### config.mk
export PLATFORM = sky130hd
export DESIGN_NAME = uart_tx
export DESIGN_NICKNAME = d
export VERILOG_FILES = /design/src/rtl/uart_pkg.sv /design/src/rtl/uart_baud_counter.sv /design/src/rtl/uart_tx.sv
export SDC_FILE = /design/constraint.sdc
export NUM_CORES = 1
export LEC_CHECK = 0
export CAP_MARGIN = 30
export CORE_MARGIN = 1
export CORE_UTILIZATION = 39
export CTS_CLUSTER_SIZE = 25
export DETAILED_ROUTE_END_ITERATION = 12
export PLACE_DENSITY = 0.56
export SKIP_LAST_GASP = 1
export SLEW_MARGIN = 0
export SYNTH_ARGS = -nofsm -noshare
export SYNTH_HDL_FRONTEND = slang
export SYNTH_SLANG_ARGS = --single-unit
### constraint.sdc
create_clock -name Clock -period 2.8 [get_ports Clock]
set_input_delay 0.84 -clock Clock [delete_from_list [all_inputs] [get_ports Clock]]
set_output_delay 0.84 -clock Clock [all_outputs]
set_load 0.05 [all_outputs]
### src/rtl/uart_pkg.sv
// Shared types and constants for the UART transmit path.
package uart_pkg;

    typedef enum logic [2:0] {
        IDLE   = 3'd0,
        START  = 3'd1,
        DATA   = 3'd2,
        PARITY = 3'd3,
        STOP   = 3'd4
    } tx_state_t;

    localparam int   DATA_BITS   = 8;
    localparam logic PARITY_EVEN = 1'b0;

endpackage

### src/rtl/uart_baud_counter.sv
// Free-running modulo-CLKS_PER_BIT counter; Tick marks the last cycle of each bit.
module uart_baud_counter #(
    parameter int CLKS_PER_BIT = 434
) (
    input  logic Clock,
    input  logic Reset,
    input  logic Clear,
    output logic Tick
);

    localparam int CW = (CLKS_PER_BIT > 1) ? $clog2(CLKS_PER_BIT) : 1;
    localparam logic [CW-1:0] LAST = CW'(CLKS_PER_BIT - 1);

    logic [CW-1:0] cnt_q, cnt_d;

    assign Tick = (cnt_q == LAST);

    always_comb begin
        cnt_d = cnt_q + 1'b1;
        if (Clear || Tick) cnt_d = '0;
    end

    always_ff @(posedge Clock or negedge Reset) begin
        if (!Reset) cnt_q <= '0;
        else        cnt_q <= cnt_d;
    end

endmodule

### src/rtl/uart_tx.sv
// 8N1 UART serializer, LSB first, with a level-handshake re-arm guard.
// Optional even parity bit when UART_TX_PARITY_EN is defined.
module uart_tx
    import uart_pkg::*;
#(
    parameter int CLKS_PER_BIT = 434
) (
    input  logic                 Clock,
    input  logic                 Reset,
    input  logic                 XMitGo,
    input  logic [DATA_BITS-1:0] TxData,
    output logic                 TxEmpty,
    output logic                 TxD
);

    localparam int BW = $clog2(DATA_BITS);
    localparam logic [BW-1:0] LAST_BIT = BW'(DATA_BITS - 1);

    tx_state_t            state_q, state_d;
    logic [DATA_BITS-1:0] shift_q, shift_d;
    logic [BW-1:0]        bit_q, bit_d;
    logic                 txd_q, txd_d;
    logic                 empty_q, empty_d;
    logic                 armed_q, armed_d;
    logic                 tick;
    logic                 accept;
`ifdef UART_TX_PARITY_EN
    logic                 par_q, par_d;
`endif

    // Armed blocks a level-held XMitGo from launching a second frame.
    assign accept = (state_q == IDLE) && XMitGo && armed_q;
    assign armed_d = accept ? 1'b0 : (!XMitGo ? 1'b1 : armed_q);

    uart_baud_counter #(.CLKS_PER_BIT(CLKS_PER_BIT)) u_baud (
        .Clock (Clock),
        .Reset (Reset),
        .Clear (accept),
        .Tick  (tick)
    );

    always_comb begin
        state_d = state_q;
        shift_d = shift_q;
        bit_d   = bit_q;
        txd_d   = txd_q;
        empty_d = empty_q;
`ifdef UART_TX_PARITY_EN
        par_d   = par_q;
`endif
        case (state_q)
            IDLE: begin
                txd_d   = 1'b1;
                empty_d = 1'b1;
                if (accept) begin
                    state_d = START;
                    shift_d = TxData;
                    bit_d   = '0;
                    txd_d   = 1'b0;
                    empty_d = 1'b0;
`ifdef UART_TX_PARITY_EN
                    par_d   = (^TxData) ^ PARITY_EVEN;
`endif
                end
            end
            START: if (tick) begin
                state_d = DATA;
                txd_d   = shift_q[0];
            end
            DATA: if (tick) begin
                if (bit_q == LAST_BIT) begin
`ifdef UART_TX_PARITY_EN
                    state_d = PARITY;
                    txd_d   = par_q;
`else
                    state_d = STOP;
                    txd_d   = 1'b1;
`endif
                end else begin
                    bit_d   = bit_q + 1'b1;
                    shift_d = shift_q >> 1;
                    txd_d   = shift_q[1];
                end
            end
`ifdef UART_TX_PARITY_EN
            PARITY: if (tick) begin
                state_d = STOP;
                txd_d   = 1'b1;
            end
`endif
            STOP: if (tick) begin
                state_d = IDLE;
                empty_d = 1'b1;
            end
            default: begin
                state_d = IDLE;
                txd_d   = 1'b1;
                empty_d = 1'b1;
            end
        endcase
    end

    always_ff @(posedge Clock or negedge Reset) begin
        if (!Reset) begin
            state_q <= IDLE;
            shift_q <= '0;
            bit_q   <= '0;
            txd_q   <= 1'b1;
            empty_q <= 1'b1;
            armed_q <= 1'b1;
`ifdef UART_TX_PARITY_EN
            par_q   <= 1'b0;
`endif
        end else begin
            state_q <= state_d;
            shift_q <= shift_d;
            bit_q   <= bit_d;
            txd_q   <= txd_d;
            empty_q <= empty_d;
            armed_q <= armed_d;
`ifdef UART_TX_PARITY_EN
            par_q   <= par_d;
`endif
        end
    end

    assign TxD     = txd_q;
    assign TxEmpty = empty_q;

endmodule
Yosys cells after proc, flatten, opt, wreduce, memory -nomap -nowiden --
Cells that the tools add are included. W data, S select, Z words.
Word-level totals: bits in registers 26, input bits 11, output and inout bits 2, word-level logic and storage cells 57
Operators by class: add/subtract/negate cells 2, equality and inequality tests 12, multiplexer cells 24, bitwise logic cells 2, reductions and logical operators 10
Operators by type and width (number):
- $mux W3 | 8
- $mux W8 | 3
- $pmux W8 S2 | 1
- $pmux W3 S4 | 1
- $add A9 B1 Y9 const B | 1
- $eq A9 B9 Y1 const B | 1
- $mux W9 | 1
- $ne A2 B1 Y1 const B | 4
- $mux W1 | 7
- $eq A3 B3 Y1 const B | 2
- $ne A2 B2 Y1 const B | 3
- $pmux W3 S2 | 1
- $reduce_and A5 Y1 | 1
- $pmux W1 S4 | 1
- $reduce_and A4 Y1 | 1
- $add A3 B1 Y3 const B | 1
- $eq A3 B1 Y1 const B | 1
- $eq A3 B2 Y1 const B | 1
- $logic_not A3 Y1 | 1
- $pmux W1 S3 | 1
- $reduce_and A3 Y1 | 1
- $logic_and A1 B1 Y1 | 2
- $not A1 Y1 | 2
- $reduce_and A2 Y1 | 1
- 3 further kinds | 3

Longest topological paths before layout --
Gate-level depths: netlist of run 1.
depth after elaboration 5, gate-level depth with buffers 7, gate-level depth less buffers 5

Hierarchy --
Synthesis of run 1 repeated with hierarchy kept, for this count alone.
Unflattened totals: cells, all modules 129, area total of the unflattened synthesis 1438.9 um^2
By module, submodules not included:
- uart_tx | times used 1, cells an instance 81, area an instance 953.4 um^2, sequential area each 429.2 um^2
- uart_baud_counter | times used 1, cells an instance 48, area an instance 485.5 um^2, sequential area each 225.2 um^2

Worst setup path after synthesis of run 1 --
OpenSTA, ideal clock, no wires.
path kind input-to-reg, start input XMitGo, end register shift_q[0], setup time 0.125 ns, arrival time 1.788 ns, data required time 2.675 ns, path slack 0.887 ns, stages on the path 5, path buffers 1, cell sequence nand2_1 o22a_1 a21o_1 buf_6 mux2_4
Between the ends: cells in the longest elaborated chain, start to end 4
Ends and longest elaborated chain:
- start: declaration | line uart_tx.sv:10 | input logic XMitGo,
- $logic_and A1 B1 Y1 (2 in a row) | line uart_tx.sv:32 | assign accept = (state_q == IDLE) && XMitGo && armed_q;
- $ne A2 B2 Y1 (no line)
- $reduce_and A4 Y1 (no line)
- end signal: assignment | line uart_tx.sv:116 | shift_q <= shift_d;
- end: declaration | line uart_tx.sv:20 | logic [DATA_BITS-1:0] shift_q, shift_d;
Every way passes these cells. A chain may end at the register's enable or synchronous reset.

Worst setup path in the final report of run 1 --
start register empty_q, in the netlist TxEmpty, end output TxEmpty
RTL lines:
- start: declaration | line uart_tx.sv:23 | logic empty_q, empty_d;
- start signal: assignment | line uart_tx.sv:119 | empty_q <= empty_d;
- end: declaration | line uart_tx.sv:12 | output logic TxEmpty,
No word-level cell between the ends.

==> results.md, run 1 <==
* Result of the run: complete, no violations
* Final design utilization at 0.472
* Grt total ovfl at 0
* Root Buffer Master: clkbuf_4
* Top cell family by delay on the critical path: buffers and inverters
* Max-cap violation count at 0
* Critical path cell sequence: clkdlybuf4s50_1
* Count of H-tree levels built during CTS at 1
* Pre-CTS worst setup slack at 336 ps
* Synthesized netlist cell count at about 130
* Switching component of the power at between 0.3 and 0.4 mW
* DR pass1 iterations at 4
* Power share of the combinational group at 0.315
* Sequential fraction of design power at 0.524
* Gp weighted congestion at between 0.7 and 0.8
* Buffers added on ports at 12
* Flop and latch count out of synthesis at 26
* Achievable clock frequency at 0.392 GHz
* Floorplan core area at 0.00336 mm^2
* Clock power frac at 0.161
* Required arrival time at the worst endpoint at around 2000 ps
* Cell with the largest stage delay on the worst path: clkdlybuf4s50_1
* Drt initial violations at 37
* # setup viols final at 0
* Setup Total Neg Slack at 0 ps
* Post-route non-filler standard cell count at 190
* Count of synthesis-stage warnings from yosys at 0
* Netlist Area Pre-Place at approximately 0.0014 mm^2
* Crit path DAT at 1710 ps
* Fin crit period at 2550 ps
* Hold WC Path Type: flop to flop
* Worst slew margin relative to its limit at 0.669
* Worst Setup Start Kind: flop
* Clock tree skew after final layout at 1.88 ps
* Critical Path Fanout Max at 4
* Die Area at around 0.0038 mm^2
* Via/cell ratio at between 5 and 6
* Internal Pwr Total at ~0.80 mW
* Biggest cell delay along the critical path at 800 ps
* Fraction of final layout cells with drive strength greater than 1 at 0.181
* Final hold slack at 468 ps
* Inserted Clock Buffers at 3
* Skew-Pair Late Insertion Delay at ~320 ps
* DRC violation count after routing at 0
* Final count of hold timing violations at 0
* CTS tree: done
* Num rows at 21
* Number of sinks handled by clock tree synthesis at 26
* Global-route wire length before repair at between 4000 and 5000 um
* Avg WL per Cell at 13.8 um
* Mean instance size in the synthesized netlist at 10.6 um^2
* Most area-consuming cells after synthesis: dfrtp_1 (42%), mux2_4 (7.6%), dfstp_2 (5.7%)
* Element type at the critical path end: primary output
* Antenna diode count at 0
* I/O pin count at 13
* Cell area power density at about 750 mW/mm^2
* Synthesized net count at 146
* CTS Hold Bufs at 0
* Post-cts resize count at 0
* Setup repair bufs after CTS at 0
* Cell type with the highest aggregate area in the netlist: dfrtp_1
* Worst Tran Pin Value at roughly 490 ps
* Floorplan die height at 61.6 um
* Final #Nets at 160
* RSZ-0062 raised after global routing: no
* Maximum number of pins on one net before global-route repair at 27
* Critical path class: flop to primary output
* Routed vias at ~1000
* GR Util All Layers at 0.160
* Routed Antenna Nets at 0
* Clock tree buffer depth at 2
* Number of pins with negative max-slew slack in the final report at 0
* Cell count after placement at 186
* Crit share post-route at 0.910
* Area growth syn-to-layout at 14.5%
* Net switching share of the total power at 0.329
* DRT Wirelength at 2630 um
* Worst-case vdd ir drop at ~0.37 mV
* Minimum setup slack in the final design at 252 ps
* Initial antenna violation count at 0
* Distinct cells, synth at 36
* Clock slew at reported path FFs at 140 ps
* Die W at 61.6 um
* Vias in the first global route at 928
* Synth top area share at 0.416
* Number of buffer and inverter instances along the worst setup path at 1
* Final HPWL from detailed placement at about 1800 um
* Static Leak at between 0.6 and 0.7 nW
* Initial standard-cell utilization of the core at 0.412
* Share of the yosys chip area belonging to registers at 0.472
-- flip-flops by register name, summed over array words and instances (netlist names) --
register      flops
armed_q           1
shift_q           8
u_baud.cnt_q      9
state_q           3
TxD               1
TxEmpty           1
bit_q             3
-- cells in the mapped netlist --
cell	number
dfrtp_1	23
nor2_1	15
nand3_1	10
mux2_2	7
mux2_4	7
nand2_1	6
a21oi_1	5
nand4_1	5
o21ai_0	5
clkbuf_1	4
ha_1	4
dfstp_2	3
inv_1	3
nor3_1	3
xnor2_1	3
xor2_1	3
a211oi_1	2
a21o_1	2
and4_1	2
buf_6	2
or3_1	2
a211o_1	1
a311o_1	1
a32o_1	1
and2_0	1
and3_1	1
buf_2	1
nand2b_1	1
nor4_1	1
nor4b_1	1
o21a_1	1
o21ai_1	1
o22a_1	1
o22ai_1	1
or2_2	1
or3b_1	1
-- per-layer routing --
| metal | track usage | vias to the layer above | share of wire |
|---|---|---|---|
| met5 | 0 | - | 0 |
| met4 | 0.0762 | 0 | 0.020 |
| met3 | 0.0315 | 5 | 0.028 |
| met2 | 0.232 | 16 | 0.43 |
| met1 | 0.227 | 469 | 0.52 |
| li1 | - | 498 | - |
-- stage by stage --
step / area, um^2 / power (mW)
final: 1590 / 1.19
after global routing: 1590 / 1.28
after CTS: 1590 / 1.20
after detailed placement: 1550 / 1.01
after global placement: 1550 / 0.989
after floorplan: 1390 / 0.894
-- cell usage in the layout (no fill, tap or decap), drive strengths merged, types with 5 or more instances in the layout --
master / synthesis / layout
nor2: 15 / 15
nand2: 6 / 6
o21ai: 6 / 6
nand4: 5 / 5
mux2: 14 / 14
clkdlybuf4s50: 0 / 12
nand3: 10 / 10
a21oi: 5 / 5
dfrtp: 23 / 23
-- final timing paths --
| path | start | endpoint | slack [ps] | cells after the start |
|---|---|---|---|---|
| max in group asynchronous | Reset | TxEmpty$_DFFE_PN1P_ | 1650 | 2 |
| min reg2reg | armed_q$_DFFE_PN1P_ | armed_q$_DFFE_PN1P_ | 470 | 2 |
| max | TxEmpty$_DFFE_PN1P_ | TxEmpty | 250 | 1 |
| min in group asynchronous | Reset | state_q[1]$_DFFE_PN0P_ | 860 | 2 |
| min | armed_q$_DFFE_PN1P_ | armed_q$_DFFE_PN1P_ | 470 | 2 |
| max reg2reg | state_q[0]$_DFFE_PN0P_ | shift_q[2]$_DFFE_PN0P_ | 500 | 4 |
-- power groups by stage --
| stage | registers (mW) | logic (mW) | clock network (mW) |
|---|---|---|---|
| after floorplan | 0.649 | 0.246 | 0 |
| after global placement | 0.621 | 0.369 | 0 |
| after detailed placement | 0.627 | 0.380 | 0 |
| after global routing | 0.648 | 0.417 | 0.214 |
| after CTS | 0.622 | 0.380 | 0.202 |
| final | 0.622 | 0.374 | 0.192 |
-- area by class of cell --
class	count	area [um^2]
clock buffers	4	36.3
fillers	347	1780
inverters	3	11.3
multi-input cells	95	677
flip-flops and latches	26	654
well taps	46	57.6
repair buffers	16	150
-- kinds of logic after synthesis --
logic type / after synthesis / share of synthesized area
AOI/OAI and AO/OA: 21 / 0.0985
and+or+nand+nor: 50 / 0.183
DFF: 26 / 0.472
buffers and inverters: 10 / 0.0388
adders and majority gates: 4 / 0.0361
xor gates and xnor gates: 6 / 0.0379
muxes: 14 / 0.133
No activity file was read; power rests on OpenSTA's default activity.
==> run 2, diff against run 1 <==
CORE_MARGIN = 2   (was 1)
==> results.md, run 2 (synthesized netlist as in run 1, its figures left out) <==
* Final HPWL from detailed placement at 1780 um
* Clock tree skew after final layout at 7.91 ps
* Grt total ovfl at 0
* Required arrival time at the worst endpoint at 1960 ps
* Critical path class: flop to primary output
* Biggest regs: u_baud.cnt_q x9, shift_q x8
* Inserted Clock Buffers at 3
* Number of filler instances in the final layout at 345
* Via/cell ratio at 5.23
* Number of pins with negative max-slew slack in the final report at 0
* Routed Antenna Nets at 0
* Multi-input combinational cell area at just under 700 um^2
* Area growth syn-to-layout at 14.4%
* Worst reg2reg path depth at 4
* Count of H-tree levels built during CTS at 1
* Routed vias at approximately 1000
* Worst Setup Start Kind: flop
* Floorplan core area at 0.00336 mm^2
* Result of the run: complete, no violations
* Floorplan die height at 63.6 um
* Setup repair bufs after CTS at 0
* Initial standard-cell utilization of the core at 0.412
* RSZ-0062 raised after global routing: no
* CTS Hold Bufs at 0
* Cell area power density at 730 mW/mm^2
* Endpoint of the most critical register-to-register path: shift_q[0]$_DFFE_PN0P_
* DRT Wirelength at 2570 um
* Number of sinks handled by clock tree synthesis at 26
* Avg WL per Cell at 13.4 um
* Final #Nets at approximately 160
* Root Buffer Master: clkbuf_4
* Crit path DAT at 1690 ps
* Startpoint of the worst-slack reg-to-reg timing path: state_q[0]$_DFFE_PN0P_
* Critical path cell sequence: clkdlybuf4s50_1
* Maximum number of pins on one net before global-route repair at 27
* Largest register FFs at 9
* DR pass1 iterations at 4
* Die W at 63.6 um
* Destination of the worst hold path: armed_q$_DFFE_PN1P_
* GR Util All Layers at 0.141
* DRC violation count after routing at 0
* Hold path startpoint: armed_q$_DFFE_PN1P_
* Final design utilization at 0.471
* Skew-Pair Late Insertion Delay at 320 ps
* Antenna diode count at 0
* Number of buffer and inverter instances along the worst setup path at 1
* Post-cts resize count at 0
* Setup Total Neg Slack at 0 ps
* Fraction of final layout cells with drive strength greater than 1 at 0.179
* Max-cap violation count at 0
* Leading cell type in the layout, fill and taps excluded: dfrtp_1
* Critical Path Fanout Max at 4
* # setup viols final at 0
* Final count of hold timing violations at 0
* Worst slew margin relative to its limit at 0.666
* Biggest cell delay along the critical path at 800 ps
* Worst Tran Pin Value at 499 ps
* Initial antenna violation count at 0
* Buffers added on ports at 12
* Post-route non-filler standard cell count at 191
* I/O pin count at 13
* CTS tree: done
* Cell with the largest stage delay on the worst path: clkdlybuf4s50_1
* Worst-case vdd ir drop at 0.349 mV
* Element type at the critical path end: primary output
* Fin crit period at between 2000 and 3000 ps
* Global-route wire length before repair at 4540 um
* Setup slack of the most critical reg-to-reg path at 490 ps
* Top library cells by usage in the layout, fill and taps aside: dfrtp_1 (23), nor2_1 (15), clkdlybuf4s50_1 (12)
* Die Area at 0.00404 mm^2
* Drt initial violations at 59
* Hold-critical path depth at 2
* Num rows at 21
* Gp weighted congestion at 0.731
* Static Leak at 0.697 nW
* Achievable clock frequency at 0.395 GHz
* Largest register by flop count: u_baud.cnt_q
* Crit share post-route at 0.904
* Top cell family by delay on the critical path: buffers and inverters
* Cell count after placement at 187
* Clock tree buffer depth at 2
* Clock slew at reported path FFs at between 100 and 150 ps
* Flip-flop and latch area at 654 um^2
* Hold WC Path Type: flop to flop
* Vias in the first global route at slightly below 1000
[run 2: area by class of cell]
class | instances | share of cell area
clock buffer | 4 | 0.0166
inverter | 3 | 0.00711
multi-input combinational | 95 | 0.427
timing repair buffer | 17 | 0.0995
tap | 46 | 0.0363
sequential | 26 | 0.413
[run 2: layer usage]
metal	track usage	wire (um)	vias up	share of wire
met2	0.222	1110	19	0.43
met1	0.197	1340	477	0.52
met4	0.0408	17	0	0.0066
met3	0.0268	101	2	0.039
li1	-	-	500	-
met5	0	0	-	0
[run 2: worst max-delay path by stage]
stage                         from                     end  cells past startpoint
2_1_floorplan               XMitGo  shift_q[0]$_DFFE_PN0P_                      5
5_1_grt        TxEmpty$_DFFE_PN1P_                 TxEmpty                      1
3_3_place_gp                XMitGo  shift_q[3]$_DFFE_PN0P_                      5
3_5_place_dp                XMitGo  shift_q[0]$_DFFE_PN0P_                      5
4_1_cts        TxEmpty$_DFFE_PN1P_                 TxEmpty                      1
6_report       TxEmpty$_DFFE_PN1P_                 TxEmpty                      1
[run 2: where the power goes]
part	switching (mW)	internal, mW
clock network	0.109	0.0557
registers	0.103	0.514
logic	0.172	0.204
[run 2: through the flow]
step	instance area (um^2)	hold WS [ps]	setup WS [ps]	power (mW)
floorplan	1390	439	887	0.894
global placement	1560	447	368	0.991
detailed placement	1560	451	341	1.00
CTS	1580	471	249	1.17
global route	1580	516	212	1.25
finish	1580	470	269	1.16
==> run 3, diff against run 2 <==
RECOVER_POWER = 100   (was unset)
==> results.md, run 3 (synthesized netlist as in run 1, its figures left out) <==
* Element type at the critical path end: primary output
* Area of all placed cells without fillers at 0.00155 mm^2
* Net switching share of the total power at 0.345
* Sequential fraction of design power at 0.555
* Post-cts resize count at 0
* Number of buffer and inverter instances along the worst setup path at 1
* Critical path cell sequence: dlygate4sd3_1
* Top library cells by usage in the layout, fill and taps aside: dfrtp_1 (23), nor2_1 (15), nand3_1 (10)
* Num rows at 21
* Final hold slack at 469 ps
* Global-route met2 utilization at 0.222
* Hold WC Path Type: flop to flop
* Clock slew at reported path FFs at about 140 ps
* DRC violation count after routing at 0
* Achievable clock frequency at between 0.3 and 0.4 GHz
* Initial standard-cell utilization of the core at 0.412
* Cell with the largest stage delay on the worst path: dlygate4sd3_1
* Gp weighted congestion at 0.731
* Root Buffer Master: clkbuf_4
* Clock tree skew after final layout at 4.26 ps
* Endpoint of the worst setup timing path: TxEmpty
* Most utilized layer in the global route result: met2
* Die W at 63.6 um
* Endpoint of the most critical register-to-register path: shift_q[1]$_DFFE_PN0P_
* GR Util All Layers at 0.141
* Fin crit period at 2610 ps
* Switching component of the power at between 0.3 and 0.4 mW
* # setup viols final at 0
* Worst reg2reg path depth at 4
* Top cell family by delay on the critical path: buffers and inverters
* Crit path DAT at 1770 ps
* Routed Antenna Nets at 0
* Area growth syn-to-layout at 11.7%
* Global Route met3 Usage at 0.0268
* Skew-Pair Late Insertion Delay at 320 ps
* Worst Setup Start Kind: flop
* Biggest regs: u_baud.cnt_q x9, shift_q x8
* Number of sinks handled by clock tree synthesis at 26
* Static Leak at 0.650 nW
* Number of pins with negative max-slew slack in the final report at 0
* Required arrival time at the worst endpoint at approximately 2000 ps
* Power share of the combinational group at 0.296
* Final count of hold timing violations at 0
* Setup slack of the most critical reg-to-reg path at 530 ps
* Overall Power at around 1.1 mW
* Avg WL per Cell at 13.5 um
* Buffers added on ports at 12
* Pre-CTS worst setup slack at ~340 ps
* Setup Total Neg Slack at 0 ps
* Fraction of final layout cells with drive strength greater than 1 at 0.110
* Floorplan die height at 63.6 um
* Final HPWL from detailed placement at 1780 um
* DR pass1 iterations at 5
* Routed vias at 1006
* Critical path class: flop to primary output
* Startpoint of the worst-slack reg-to-reg timing path: state_q[0]$_DFFE_PN0P_
* Cell area power density at 716 mW/mm^2
* Antenna diode count at 0
* Initial antenna violation count at 0
* Inserted Clock Buffers at 3
* Biggest cell delay along the critical path at 880 ps
* Max-cap violation count at 0
* Result of the run: complete, no violations
* Clock tree buffer depth at 2
* Worst Tran Pin Value at approximately 1400 ps
* Count of H-tree levels built during CTS at 1
* Minimum setup slack in the final design at 195 ps
* Crit share post-route at 0.930
* Number of logic stages on the critical path including buffering at 1
* Floorplan core area at 0.00336 mm^2
* Die Area at 0.00404 mm^2
* RSZ-0062 raised after global routing: no
* Drt initial violations at 62
* Grt total ovfl at 0
* DRT Wirelength at 2570 um
* Standard cell area after detailed placement at 0.00156 mm^2
* Largest register by flop count: u_baud.cnt_q
* Final design utilization at 0.460
* Vias in the first global route at ~1000
* Via/cell ratio at 5.27
* Setup repair bufs after CTS at 0
* Post-route non-filler standard cell count at 191
* Maximum number of pins on one net before global-route repair at 27
* CTS tree: done
* Critical Path Fanout Max at 4
* Worst-case vdd ir drop at around 0.34 mV
* Launching element of the worst setup path: TxEmpty$_DFFE_PN1P_
* Largest register FFs at 9
* Internal Pwr Total at 0.724 mW
* Global-route met1 utilization at 0.197
* I/O pin count at 13
* Worst slew margin relative to its limit at 0.0684
* Final #Nets at 161
* Clock power frac at 0.149
* Cell count after placement at 187
* Leading cell type in the layout, fill and taps excluded: dfrtp_1
* Global-route wire length before repair at between 4000 and 5000 um
* CTS Hold Bufs at 0
==> run 3: cell count changes in the layout (fill, tap and decap cells not counted), sizes merged <==
cell,delta
clkbuf,+3
buf,-3
dlygate4sd3,+4
clkdlybuf4s50,-4
==> run 3: final cells by class <==
cell class / count / area (um^2)
Fill cell: 353 / 1820
Sequential cell: 26 / 654
Multi-Input combinational cell: 95 / 651
Timing Repair Buffer: 17 / 146
Tap cell: 46 / 57.6
Clock buffer: 4 / 26.3
Inverter: 3 / 11.3
==> run 3: worst min path at each step <==
stage                                   start  cells past startpoint                  end
final                     armed_q$_DFFE_PN1P_                      2  armed_q$_DFFE_PN1P_
after global routing      armed_q$_DFFE_PN1P_                      2  armed_q$_DFFE_PN1P_
after CTS                 armed_q$_DFFE_PN1P_                      2  armed_q$_DFFE_PN1P_
after detailed placement  armed_q$_DFFE_PN1P_                      2  armed_q$_DFFE_PN1P_
after global placement    armed_q$_DFFE_PN1P_                      2  armed_q$_DFFE_PN1P_
after floorplan           armed_q$_DFFE_PN1P_                      2  armed_q$_DFFE_PN1P_
==> run 3: per-layer routing <==
metal | wire, um | share of wire
met3 | 100 | 0.039
met4 | 27 | 0.011
met5 | 0 | 0
met1 | 1370 | 0.53
met2 | 1080 | 0.42
==> run 3: power groups by stage <==
stage                     clock (mW)  combinational (mW)  sequential (mW)
after floorplan                    0               0.246            0.649
after global placement             0               0.368            0.623
after detailed placement           0               0.380            0.624
after CTS                      0.173               0.381            0.618
after global routing           0.187               0.374            0.638
final                          0.165               0.327            0.614
